[src/rtl/modport_bridge_if.sv]
// AHB-Lite slave side plus APB v2 master side of the bridge, bundled as one bus.
// The slave modport is the bridge's view; the master modport is the fabric/peripheral view.
interface modport_bridge_if;
  logic [31:0] HADDR;
  logic [31:0] HWDATA;
  logic        HWRITE;
  logic [1:0]  HTRANS;
  logic        HREADYin;
  logic [31:0] HRDATA;
  logic        HREADYout;
  logic [1:0]  HRESP;
  logic [31:0] PRDATA;
  logic [31:0] PADDR;
  logic [31:0] PWDATA;
  logic        PWRITE;
  logic        PENABLE;
  logic [3:0]  PSELx;

  modport slave (
    input  HADDR, HWDATA, HWRITE, HTRANS, HREADYin, PRDATA,
    output HRDATA, HREADYout, HRESP, PADDR, PWDATA, PWRITE, PENABLE, PSELx
  );

  modport master (
    output HADDR, HWDATA, HWRITE, HTRANS, HREADYin, PRDATA,
    input  HRDATA, HREADYout, HRESP, PADDR, PWDATA, PWRITE, PENABLE, PSELx
  );
endinterface

[src/rtl/modport_bridge.sv]
// AHB-Lite to APB v2 bridge: one SETUP/ENABLE access per accepted transfer in 0x8xxx_xxxx.
// Latency: read data phase 2 cycles, write 3 cycles; HREADYout low in WWAIT and SETUP.
module modport_bridge (
  input logic             clock,
  input logic             reset,
  modport_bridge_if.slave bus
);

  typedef enum logic [1:0] {
    ST_IDLE,
    ST_WWAIT,
    ST_SETUP,
    ST_ENABLE
  } state_t;

  state_t      state, state_nxt;
  logic [31:0] addr_q, addr_nxt;
  logic        write_q, write_nxt;
  logic [3:0]  sel_q, sel_nxt;
  logic [3:0]  psel_q, psel_nxt;
  logic        penable_q, penable_nxt;
  logic        hready_q, hready_nxt;
  logic [31:0] paddr_q, paddr_nxt;
  logic [31:0] pwdata_q, pwdata_nxt;
  logic        pwrite_q, pwrite_nxt;
  logic        valid;
  logic [3:0]  dec;

  assign valid = bus.HREADYin && bus.HTRANS[1] && (bus.HADDR[31:28] == 4'h8);
  assign dec   = 4'b0001 << bus.HADDR[27:26];

  // All APB outputs are registered from the next state, so they are glitch-free Moore outputs.
  always_comb begin
    state_nxt   = state;
    addr_nxt    = addr_q;
    write_nxt   = write_q;
    sel_nxt     = sel_q;
    psel_nxt    = 4'b0000;
    penable_nxt = 1'b0;
    hready_nxt  = 1'b1;
    paddr_nxt   = paddr_q;
    pwdata_nxt  = pwdata_q;
    pwrite_nxt  = pwrite_q;
    case (state)
      ST_IDLE, ST_ENABLE: begin
        if (valid) begin
          addr_nxt   = bus.HADDR;
          write_nxt  = bus.HWRITE;
          sel_nxt    = dec;
          hready_nxt = 1'b0;
          if (bus.HWRITE) begin
            state_nxt = ST_WWAIT;
          end else begin
            state_nxt  = ST_SETUP;
            psel_nxt   = dec;
            paddr_nxt  = bus.HADDR;
            pwrite_nxt = 1'b0;
          end
        end else begin
          state_nxt = ST_IDLE;
        end
      end
      ST_WWAIT: begin
        state_nxt  = ST_SETUP;
        hready_nxt = 1'b0;
        pwdata_nxt = bus.HWDATA;
        psel_nxt   = sel_q;
        paddr_nxt  = addr_q;
        pwrite_nxt = write_q;
      end
      ST_SETUP: begin
        state_nxt   = ST_ENABLE;
        psel_nxt    = psel_q;
        penable_nxt = 1'b1;
      end
      default: state_nxt = ST_IDLE;
    endcase
  end

  always_ff @(posedge clock or posedge reset) begin
    if (reset) begin
      state     <= ST_IDLE;
      addr_q    <= 32'h0;
      write_q   <= 1'b0;
      sel_q     <= 4'b0000;
      psel_q    <= 4'b0000;
      penable_q <= 1'b0;
      hready_q  <= 1'b1;
      paddr_q   <= 32'h0;
      pwdata_q  <= 32'h0;
      pwrite_q  <= 1'b0;
    end else begin
      state     <= state_nxt;
      addr_q    <= addr_nxt;
      write_q   <= write_nxt;
      sel_q     <= sel_nxt;
      psel_q    <= psel_nxt;
      penable_q <= penable_nxt;
      hready_q  <= hready_nxt;
      paddr_q   <= paddr_nxt;
      pwdata_q  <= pwdata_nxt;
      pwrite_q  <= pwrite_nxt;
    end
  end

  assign bus.PSELx     = psel_q;
  assign bus.PENABLE   = penable_q;
  assign bus.HREADYout = hready_q;
  assign bus.PADDR     = paddr_q;
  assign bus.PWDATA    = pwdata_q;
  assign bus.PWRITE    = pwrite_q;
  assign bus.HRDATA    = bus.PRDATA;
  assign bus.HRESP     = 2'b00;

endmodule

[src/flat_wrapper.sv]
// flat-port wrapper written by rule: the top's interface ports become plain ports
module modport_bridge_flat 
  (clock, reset, bus_HADDR, bus_HWDATA, bus_HWRITE, bus_HTRANS, bus_HREADYin, bus_PRDATA, bus_HRDATA, bus_HREADYout, bus_HRESP, bus_PADDR, bus_PWDATA, bus_PWRITE, bus_PENABLE, bus_PSELx);
  modport_bridge_if bus_i ();
  input logic clock;
  input logic reset;
  input wire logic [$bits(bus_i.HADDR)-1:0] bus_HADDR;
  input wire logic [$bits(bus_i.HWDATA)-1:0] bus_HWDATA;
  input wire logic [$bits(bus_i.HWRITE)-1:0] bus_HWRITE;
  input wire logic [$bits(bus_i.HTRANS)-1:0] bus_HTRANS;
  input wire logic [$bits(bus_i.HREADYin)-1:0] bus_HREADYin;
  input wire logic [$bits(bus_i.PRDATA)-1:0] bus_PRDATA;
  output wire logic [$bits(bus_i.HRDATA)-1:0] bus_HRDATA;
  output wire logic [$bits(bus_i.HREADYout)-1:0] bus_HREADYout;
  output wire logic [$bits(bus_i.HRESP)-1:0] bus_HRESP;
  output wire logic [$bits(bus_i.PADDR)-1:0] bus_PADDR;
  output wire logic [$bits(bus_i.PWDATA)-1:0] bus_PWDATA;
  output wire logic [$bits(bus_i.PWRITE)-1:0] bus_PWRITE;
  output wire logic [$bits(bus_i.PENABLE)-1:0] bus_PENABLE;
  output wire logic [$bits(bus_i.PSELx)-1:0] bus_PSELx;
  assign bus_i.HADDR = bus_HADDR;
  assign bus_i.HWDATA = bus_HWDATA;
  assign bus_i.HWRITE = bus_HWRITE;
  assign bus_i.HTRANS = bus_HTRANS;
  assign bus_i.HREADYin = bus_HREADYin;
  assign bus_i.PRDATA = bus_PRDATA;
  assign bus_HRDATA = bus_i.HRDATA;
  assign bus_HREADYout = bus_i.HREADYout;
  assign bus_HRESP = bus_i.HRESP;
  assign bus_PADDR = bus_i.PADDR;
  assign bus_PWDATA = bus_i.PWDATA;
  assign bus_PWRITE = bus_i.PWRITE;
  assign bus_PENABLE = bus_i.PENABLE;
  assign bus_PSELx = bus_i.PSELx;
  modport_bridge u_core (.clock(clock), .reset(reset), .bus(bus_i));
endmodule
[config.mk]
export PLATFORM = sky130hd
export DESIGN_NAME = modport_bridge_flat
export DESIGN_NICKNAME = d
export VERILOG_FILES = /design/src/rtl/modport_bridge_if.sv /design/src/rtl/modport_bridge.sv /design/src/flat_wrapper.sv
export SDC_FILE = /design/constraint.sdc
export NUM_CORES = 1
export LEC_CHECK = 0
export BUFFER_PORTS_ARGS = -buffer_cell sky130_fd_sc_hd__buf_2
export CAP_MARGIN = 40
export CORE_ASPECT_RATIO = 1.25
export CORE_MARGIN = 1.5
export CORE_UTILIZATION = 23
export DETAILED_ROUTE_END_ITERATION = 16
export GPL_TIMING_DRIVEN = 0
export PLACE_DENSITY = 0.46
export SKIP_CTS_REPAIR_TIMING = 1
export SYNTH_ARGS = -nofsm -noshare
export SYNTH_HDL_FRONTEND = slang
export SYNTH_SLANG_ARGS = --single-unit
[constraint.sdc]
create_clock -name clock -period 6 [get_ports clock]
set_clock_uncertainty 0.2 [all_clocks]
set_input_delay 0.9 -clock clock [delete_from_list [all_inputs] [get_ports clock]]
set_output_delay 0.9 -clock clock [all_outputs]
set_load 0.01 [all_outputs]
-- Yosys cells after proc, flatten, opt, wreduce, memory -nomap -nowiden
Cells that the tools add are included.
- register bits after elaboration: 110
- latch bits: 0
- RAM bits: 0
- bits in read-only memories: 0
- input bits: 102
- output and inout port bits: 105
- logic and storage cells: 39
- memories: 0
- add/subtract/negate cells: 0
- multiply operators: 0
- divide/modulo/power cells: 0
- magnitude comparators: 0
- equal/unequal tests: 6
- shifts and indexed selects: 1
- mux-type cells: 15
- bitwise operators: 0
- reductions and logical operators: 7
- operators with widths (kind ; number):
    32-bit 2-to-1 mux ; 2
    32-bit case mux with 2 select lines ; 1
    4-bit 2-to-1 mux ; 2
    4-bit case mux with 2 select lines ; 1
    2-bit case mux with 3 select lines ; 1
    2-bit equality test, second input constant ; 2
    4-bit equality test, second input constant ; 1
    1-bit 2-to-1 mux ; 4
    2-bit 2-to-1 mux ; 2
    1-bit case mux with 2 select lines ; 2
    1-bit by 2-bit << shifter with 4-bit output, first input constant ; 1
    3-bit AND reduction ; 1
    2-bit by 1-bit equality test with 1-bit output, second input constant ; 1
    1-bit logical AND ; 2
    2-bit zero test ; 1
    2-bit by 1-bit inequality test with 1-bit output, second input constant ; 1
    2-bit inequality test, second input constant ; 1
    2-bit AND reduction ; 1
    2-bit nonzero test ; 1
    2-bit OR reduction ; 1

-- Depth between registers and ports, before layout
Gate-level depths: netlist (run 1).
- word-level depth: 4
- depth in mapped cells: 8
- gate-level depth less buffers: 5

-- Worst setup path after synthesis (run 1)
No wires, ideal clock.
- kind: in2reg
- from: input bus_HADDR[28]
- to: register u_core.paddr_q[0] (netlist: u_core.bus.PADDR[0])
- data arrival time: 2.070 ns
- setup slack: 3.605 ns
- stages: 6
- cells stage by stage: nor4bb_4 > buf_6 > a41o_1 > buf_6 > buf_12 > mux2_4
- word-level cells in the longest chain between the ends: 4
- RTL lines (what ; RTL line ; RTL):
    start: declaration ; flat_wrapper.sv:7 ; input wire logic [$bits(bus_i.HADDR)-1:0] bus_HADDR;
    4-bit equality test ; modport_bridge.sv:29 ; assign valid = bus.HREADYin && bus.HTRANS[1] && (bus.HADDR[31:28] == 4'h8);
    1-bit logical AND ; modport_bridge.sv:29 ;
    2-bit by 1-bit inequality test with 1-bit output (no line) ; n/a ;
    3-bit AND reduction (no line) ; n/a ;
    end signal: assignment ; modport_bridge.sv:100 ; paddr_q <= paddr_nxt;
    end: declaration ; modport_bridge.sv:23 ; logic [31:0] paddr_q, paddr_nxt;
Every way passes these cells.
A chain may end at the register's enable or synchronous reset.

-- Final worst setup path (run 1)
- from: input bus_HADDR[28]
- to: register u_core.paddr_q[23] (netlist: u_core.bus.PADDR[23])
Same word-level chain as after synthesis.

==> flow_summary.toml, run 1 <==
[place]
dp_hpwl_mm = 8.20
gp_congestion = 0.738
numPortBuffers = 171

[setup_path]
worstPathCellList = "buf_2 -> nor4bb_4 -> buf_6 -> a41o_1 -> buf_6 -> buf_12 -> mux2_4"
cp_top_family = "buffers and inverters"
critical_path_required_ns = 6.04
worst_path_most_repeated_cell = "buf_6"
critPathBufInv = 4
cpPeakStageDelay_ns = 0.32
crit_path_top_delay_cell = "nor4bb_4"
cp_max_fo = 10
arrival_ns = 2.37
end_kind = "flip-flop"
setup.worst_path.class = "in2reg"
critical_path.startpoint_type = "input pin"

[global_routing]
grt-ovfl-total = 0
antenna_found_initial = 0
grt_first_pass_wirelength_mm = 17.7
grt_start_max_net_pins = 72
first_global_vias = 3303
grt_use_total_pct = 10.1

[floorplan]
initial_utilization_pct = 23.4
rows = 60
dieArea_sq_mm = 0.0228
die_width_um = 135
die_h_um = 168
core-area_sq_mm = 0.0215
num_io_pins = 207

[finish]
fillers = 2233
register_area_sq_mm = 0.00275
layout-drive-gt1-share_pct = 69.8
syn2layout_area_growth_pct = 30.3
final_nets = 623
antenna_cells = 0
fin_util_pct = 30.5
multi_input_area_sq_mm = 0.00185

[timing]
fmax_ghz = 0.429
fin_tns_setup_ns = 0
rsz0062_at_grt = "no"
fin_crit_sh_pct = 38.8
relSlewSlack_pct = 57.2
hold_viol_final = 0
tightestPinTransition_ns = 0.641
setup_viol = 0
slew_violations = 0
min_period_ns = 2.33

[power]
powerDensity_mw_per_mm2 = 444
p_leak_nw = 3.26
power_mw = 2.91
vdd_drop_max_v = 0.000165

[synth]
yosysSeqAreaShare_pct = 54.7
ys_ff_latch = 110
synth_cells = 335
synthFlopType = "dfrtp_1"
yosysTopAreaCellShare_pct = 54.2
syn_area_per_cell_sq_um = 15.0
synth_common_cells = "109 x dfrtp_1, 97 x mux2_2, 34 x buf_4, 30 x mux2_4, 8 x inv_1"
synth_largest_area_cell = "dfrtp_1"
ys_warn_count = 0
synth_edf_count = 0
yosysMostFrequentCell = "dfrtp_1"
synth.area.top_cells = "dfrtp_1 54%, mux2_2 22%, mux2_4 8.9%"
async_flop_share_pct = 100
synth.distinct_cells = 35
syn_area_sq_mm = 0.00503

[clock_network]
cts_buffers = 9
cts_max_level = 3
cts_sinks = 110
cts_tree = "done"
cts.path.max_buffers = 2
clk_latency_ns = 0.36
cts_root_buf = "clkbuf_16"
clk_pin_slew_worst_paths_ns = 0.07

[drt]
met1_length_mm = 4.96
drtAntennaViolNets = 0
route.detailed.drc = 0
drtIter0Drc = 59
via_per_inst = 3.99
num_vias = 3206
routed_wl_mm = 11.4
first_pass_iters = 4
wl_met2_mm = 5.38
highest_layer = "met4"
post_drt_wl_per_cell_um = 14.1
wl_met3_um = 799

[worst_hold_path]
hold_class = "reg2reg"

[outcome]
status = "finished clean"

[job]
max-cap-violations = 0
[worst register-to-register path: cells and delay by family, from the launching register on]
kind	cells	cell delay, ns
buffers and inverters	3	0.81
DFF	1	0.38
muxes	2	0.66
adders and majority gates	1	0.12
[placed cells by master, fill, tap and decap left out, types with 2 or more instances in the layout]
master,n
nor2_1,2
nand4_1,3
buf_2,176
nor2b_1,3
mux2_2,97
buf_4,34
a22oi_1,2
mux2_4,30
inv_6,4
buf_12,3
nand2_1,2
nand2b_1,2
and2_1,4
inv_1,7
o21ai_0,3
ha_1,2
mux2i_1,2
clkbuf_1,4
buf_6,5
dfrtp_1,109
clkbuf_16,9
conb_1,2
[final cells by class]
type | count | share of cell area (%)
timing repair buffer | 172 | 13.5
sequential | 110 | 42.0
clock inverter | 5 | 0.610
multi-input combinational | 168 | 28.2
buffer | 50 | 6.22
clock buffer | 11 | 3.70
tap | 279 | 5.32
inverter | 8 | 0.534
[metrics by stage]
step / worst slack, ns / hold WS [ns] / area (sq um) / instances
floorplan: 2.00 / 0.228 / 5040 / 336
global placement: 0.499 / 0.245 / 6240 / 786
detailed placement: 3.25 / 0.253 / 6280 / 787
CTS: 3.64 / 0.272 / 6560 / 803
global route: 3.59 / 0.303 / 6560 / 803
finish: 3.67 / 0.266 / 6560 / 803
[metal layers]
| metal | vias to the layer above | track usage [%] |
|---|---|---|
| li1 | 1511 | - |
| met1 | 1558 | 12.7 |
| met2 | 124 | 16.1 |
| met3 | 13 | 2.44 |
| met4 | 0 | 4.77 |
| met5 | - | 0 |
[report_power, final]
part           switching, mW  total, mW  internal [mW]
Combinational          0.472       1.11          0.633
Sequential             0.154       1.22           1.06
Clock                  0.292      0.591          0.299
Total                  0.918       2.91           1.99
[flip-flops by register name (all words and copies together) (netlist names)]
register,flops
u_core.bus.PSELx,4
u_core.bus.PWRITE,1
u_core.sel_q,4
u_core.bus.PADDR,32
u_core.bus.PENABLE,1
u_core.state,2
u_core.write_q,1
u_core.bus.PWDATA,32
u_core.bus.HREADYout,1
u_core.addr_q,32
[path summary, 6_finish.rpt]
kind                                   start  depth (start not counted)  slack (ns)                   end
min reg2reg                u_core.addr_q[31]                          1        0.27     u_core.addr_q[31]
max                            bus_HADDR[28]                          7        3.67  u_core.bus.PADDR[23]
min                        u_core.addr_q[31]                          1        0.27     u_core.addr_q[31]
min in group asynchronous              reset                          2        0.33  u_core.bus.PADDR[11]
max reg2reg                  u_core.state[1]                          6        3.72   u_core.bus.PADDR[1]
max in group asynchronous              reset                          3        4.54  u_core.bus.HREADYout
[logic make-up after synthesis]
family / count (synthesis) / share of synthesized area (%)
AND/OR/NAND/NOR: 22 / 3.16
adder cells (fa/ha/maj): 2 / 0.497
multiplexers: 129 / 31.0
flip-flops: 110 / 54.7
AO/OA/AOI/OAI: 13 / 1.84
buffers and inverters: 58 / 8.70
other: 1 / 0.0745
(Power assumes the default switching activity.)
==> run 2, diff against run 1 <==
- PLACE_DENSITY: 0.46 -> 0.48
- clock period: 6 -> 2.1 ns (I/O delays scaled with it)
==> run 2 against run 1 <==
  * Critical endpoint unchanged
  * Critical path depth is the same
  * Final cell count increased by 4.1%
  * Via count is 3.9% higher
==> flow_summary.toml, run 2 (same netlist as run 1, synthesis figures left out) <==
[clock_network]
cts_sinks = 110
cts_tree = "done"
cts_max_level = 3
cts_root_buf = "clkbuf_16"
clk_latency_ns = 0.35
cts.path.max_buffers = 2
clk_pin_slew_worst_paths_ns = 0.07
cts_buffers = 9

[floorplan]
core-area_sq_mm = 0.0215
num_io_pins = 207
die_width_um = 135
dieArea_sq_mm = 0.0228
rows = 60
initial_utilization_pct = 23.4
die_h_um = 168

[drt]
met1_length_mm = 4.86
wl_met3_um = 734
drtIter0Drc = 65
highest_layer = "met4"
wl_met2_mm = 5.66
first_pass_iters = 4
route.detailed.drc = 0
num_vias = 3331
routed_wl_mm = 11.4
drtAntennaViolNets = 0
post_drt_wl_per_cell_um = 13.7
via_per_inst = 3.98

[finish]
layout_commonest_cell = "buf_2"
layout-drive-gt1-share_pct = 66.8
syn2layout_area_growth_pct = 38.0
antenna_cells = 0
final_nets = 656
final_cell_mix = "173 x buf_2, 109 x dfrtp_1, 97 x mux2_2"

[global_routing]
grt-ovfl-total = 0
grt_use_total_pct = 10.2
antenna_found_initial = 0
grt_start_max_net_pins = 39
first_global_vias = 3445
grt_first_pass_wirelength_mm = 18.0

[timing]
fin_crit_sh_pct = 96.0
hold_viol_final = 0
slew_violations = 0
min_period_ns = 2.02
tightestPinTransition_ns = 0.541
setup_viol = 0
rsz0062_at_grt = "no"
worst_slack_ns = 0.0835
fmax_ghz = 0.496
relSlewSlack_pct = 63.8

[outcome]
status = "finished clean"

[setup_path]
end_kind = "flip-flop"
r2r_cells = 7
critical_path_required_ns = 2.14
setup.worst_path.class = "reg2reg"
cp_max_fo = 10
critical_path.startpoint_type = "flip-flop"
arrival_ns = 2.05

[place]
gp_congestion = 0.694
dp_hpwl_mm = 8.27
numPortBuffers = 171
dpl_worst_slack_ns = -0.246

[worst_hold_path]
hold_class = "in2reg"
holdPathStages = 2

[power]
p_leak_nw = 3.41
powerDensity_mw_per_mm2 = 1220
power_mw = 8.47
vdd_drop_max_v = 0.000473

[job]
max-cap-violations = 0
==> run 2: routing by layer <==
metal | vias up | GRT usage (%)
met2 | 121 | 17.0
met3 | 14 | 2.71
met5 | - | 0
met1 | 1633 | 12.5
li1 | 1563 | -
met4 | 0 | 3.97
==> run 2: path summary, 6_finish.rpt <==
| path | from | endpoint | slack [ns] |
|---|---|---|---|
| hold / removal | bus_HWDATA[2] | u_core.bus.PWDATA[2] | 0.0007 |
| max in group asynchronous | reset | u_core.bus.PWDATA[6] | 0.62 |
| setup / recovery | u_core.state[0] | u_core.bus.PADDR[23] | 0.08 |
| setup reg to reg | u_core.state[0] | u_core.bus.PADDR[23] | 0.08 |
| hold reg to reg | u_core.addr_q[31] | u_core.addr_q[31] | 0.28 |
| min in group asynchronous | reset | u_core.bus.PWDATA[26] | 0.35 |
==> run 2: final cells by class <==
class	instances	area (sq um)
Clock buffer	12	246
Sequential cell	110	2750
Fill cell	2178	14500
Inverter	8	33.8
Timing Repair Buffer	205	1230
Tap cell	279	349
Clock inverter	4	55.1
Multi-Input combinational cell	168	1850
Buffer	50	423
==> run 2: worst max-delay path: stages (launching register included) <==
cell,delay [ns]
dfrtp_1,0.39
ha_1,0.21
buf_6,0.14
nor2b_2,0.16
a41o_1,0.21
buf_6,0.15
buf_12,0.16
mux2_4,0.30
==> run 2: power breakdown <==
group | total, mW | switching [mW] | internal, mW | leakage, nW
logic | 3.25 | 1.37 | 1.88 | 1.90
registers | 3.48 | 0.448 | 3.03 | 1.36
clock network | 1.74 | 0.776 | 0.966 | 0.143
==> run 2: metrics by stage <==
stage / setup TNS [ns] / utilization (%) / cells / hold slack, ns / area (sq um)
2_1_floorplan: 0 / - / 336 / 0.210 / 5040
3_3_place_gp: -61.28 / 29.1 / 786 / 0.247 / 6250
3_5_place_dp: -9.49 / 29.4 / 789 / 0.195 / 6310
4_1_cts: -9.27 / 30.8 / 805 / -0.193 / 6620
5_1_grt: 0 / 32.4 / 836 / 0.0000832 / 6950
6_report: 0 / 32.4 / 836 / 0.000746 / 6950
==> run 3, diff against run 2 <==
- ABC_AREA: default -> 1
==> run 3 against run 2 <==
  * The run now ends with hold timing left
  * Core utilization is 0.063 points lower
  * Final cell count grew 31%
  * Synthesized cell count up 77%
  * Flip-flop and latch count is the same
  * Synthesized area rose by 1.2%
  * Wire length grew 32%
  * Sequential share of layout area is 0.20 points lower
  * Via count increased by 36%
  * Hold slack worse by 0.026 ns
  * Final area up 0.50%
  * Clock-buffer cell count shrank 2
  * Die area up 1.2%
  * Largest cell class unchanged
==> flow_summary.toml, run 3 <==
[outcome]
status = "finished with violations"
failed_checks = "hold timing"

[timing]
relSlewSlack_pct = 57.0
fin_crit_sh_pct = 88.2
fin_hold_ws_ns = -0.0257
slew_violations = 0
hold_viol_final = 4
fin_tns_setup_ns = 0
tightestPinTransition_ns = 0.644
fmax_ghz = 0.540
rsz0062_at_grt = "no"
worst_slack_ns = 0.248
setup_viol = 0
min_period_ns = 1.85

[setup_path]
setup.worst_path.class = "reg2reg"
arrival_ns = 1.90
end_kind = "flip-flop"
cpPeakStageDelay_ns = 0.42
critical_path_required_ns = 2.15
crit_path_top_delay_cell = "clkbuf_1"
cp_max_fo = 10
critical_path.startpoint_type = "flip-flop"
worstPathCellList = "inv_1 -> ha_1 -> clkbuf_1 -> o21ai_0 -> nand3_1 -> nand2_1"

[power]
switchingPower_mw = 3.53
swShare_pct = 39.5
seq_power_share_pct = 38.5
p_leak_nw = 3.69
powerDensity_mw_per_mm2 = 1280
p_clk_share_pct = 19.3
p_comb_share_pct = 42.2
power_mw = 8.92
p_int_mw = 5.39
vdd_drop_max_v = 0.000435

[place]
dpl_worst_slack_ns = 0.279
gp_congestion = 0.718
dp_hpwl_mm = 10.9
numPlacedInstances = 1046
numPortBuffers = 171
dpl_cell_area_sq_mm = 0.00637

[global_routing]
grt_start_max_net_pins = 35
grt_first_pass_wirelength_mm = 23.4
top_usage_layer = "met2"
antenna_found_initial = 0
grt_use_total_pct = 13.1
first_global_vias = 4286
use_met2_pct = 21.7
met3_usage_pct = 2.54
grt-ovfl-total = 0
use_met1_pct = 17.0

[finish]
final_nets = 914
syn2layout_area_growth_pct = 37.0
fillers = 2329
final_cell_area_sq_mm = 0.00698
fin_util_pct = 32.3
fin_cells = 1094
register_area_sq_mm = 0.00275
final_cell_mix = "214 x nand2_1, 187 x buf_2, 109 x dfrtp_1"
layout_commonest_cell = "nand2_1"
layout-drive-gt1-share_pct = 33.4
antenna_cells = 0
multi_input_area_sq_mm = 0.00172

[synth]
synthFlopType = "dfrtp_1"
synth.area.top_cells = "dfrtp_1 54%, nand2_1 16%, nand3_1 6.4%"
synth_cells = 592
synth_largest_area_cell = "dfrtp_1"
ys_warn_count = 0
syn_area_per_cell_sq_um = 8.61
synth_edf_count = 0
ys_ff_latch = 110
synth_common_cells = "214 x nand2_1, 109 x dfrtp_1, 65 x nand3_1, 38 x inv_1, 35 x buf_4"
yosysSeqAreaShare_pct = 54.0
synth.distinct_cells = 27
async_flop_share_pct = 100
syn_area_sq_mm = 0.00510
yosysMostFrequentCell = "nand2_1"
yosysTopAreaCellShare_pct = 53.5

[job]
max-cap-violations = 0

[floorplan]
initial_utilization_pct = 23.6
die_h_um = 169
core-area_sq_mm = 0.0216
die_width_um = 136
dieArea_sq_mm = 0.0231
num_io_pins = 207
rows = 60

[clock_network]
cts_tree = "done"
cts_buffers = 9
clk_pin_slew_worst_paths_ns = 0.08
cts_sinks = 110
cts_max_level = 3
cts.path.max_buffers = 2
cts_root_buf = "clkbuf_16"
clk_latency_ns = 0.35

[drt]
routed_wl_mm = 15.1
drtAntennaViolNets = 0
first_pass_iters = 4
drtIter0Drc = 240
route.detailed.drc = 0
num_vias = 4540
post_drt_wl_per_cell_um = 13.8
via_per_inst = 4.15

[worst_hold_path]
hold_class = "in2reg"
## run 3: cell count changes after synthesis, sizes merged, moves of 3 or more
| cell | delta |
|---|---|
| a21oi | +8 |
| nand2 | +216 |
| and2 | -4 |
| inv | +33 |
| o21ai | +58 |
| nand3 | +65 |
| nor2 | +8 |
| mux2 | -127 |
| buf | +17 |
| nor2b | -3 |
## run 3: cell families (layout without fill, tap and decap cells)
kind of cell,Yosys count,count (layout),synth area share [%]
simple gates,301,301,25.7
fa+ha+maj,2,2,0.491
other cells,1,2,0.0736
flops,110,110,54.0
buf+inv,108,330,12.4
compound gates,70,70,7.31
## run 3: final timing paths
check / start / end / slack (ns) / depth (start not counted)
worst min register to register: u_core.bus.PWDATA[21] / u_core.bus.PWDATA[21] / 0.27 / 2
max in group asynchronous: reset / u_core.addr_q[11] / 0.50 / 5
min in group asynchronous: reset / u_core.bus.PWDATA[15] / 0.40 / 3
worst max register to register: u_core.state[1] / u_core.bus.PADDR[20] / 0.25 / 6
worst max-delay path: u_core.state[1] / u_core.bus.PADDR[20] / 0.25 / 6
worst min-delay path: bus_HWDATA[24] / u_core.bus.PWDATA[24] / -0.03 / 3
## run 3: per-layer routing
metal  wire [um]  vias up  share of wire (%)
li1            -     2271                  -
met1        6790     2096                 45
met2        7290      162                 48
met4         204        0                1.3
met5           0        -                  0
met3         845       11                5.6
## run 3: layout make-up
class                      count  area share [%]
timing repair buffer         206            17.7
clock inverter                 6           0.753
multi-input combinational    375            24.6
tap                          279            5.00
inverter                      41            2.26
sequential                   110            39.4
buffer                        67            6.85
clock buffer                  10            3.42
## run 3: critical path: cells and delay by family, from the launching register on
kind | cells | cell delay, ns
adder cells (fa/ha/maj) | 1 | 0.26
AO/OA/AOI/OAI | 1 | 0.25
flip-flops | 1 | 0.38
AND/OR/NAND/NOR | 2 | 0.18
buffers and inverters | 2 | 0.48
## run 3: power groups by stage
stage | Clock [mW] | Combinational [mW] | Sequential (mW)
floorplan | 0 | 2.06 | 3.75
global placement | 0 | 3.77 | 3.46
detailed placement | 0 | 3.80 | 3.48
CTS | 1.79 | 3.82 | 3.44
global route | 1.87 | 4.27 | 3.56
finish | 1.72 | 3.77 | 3.43
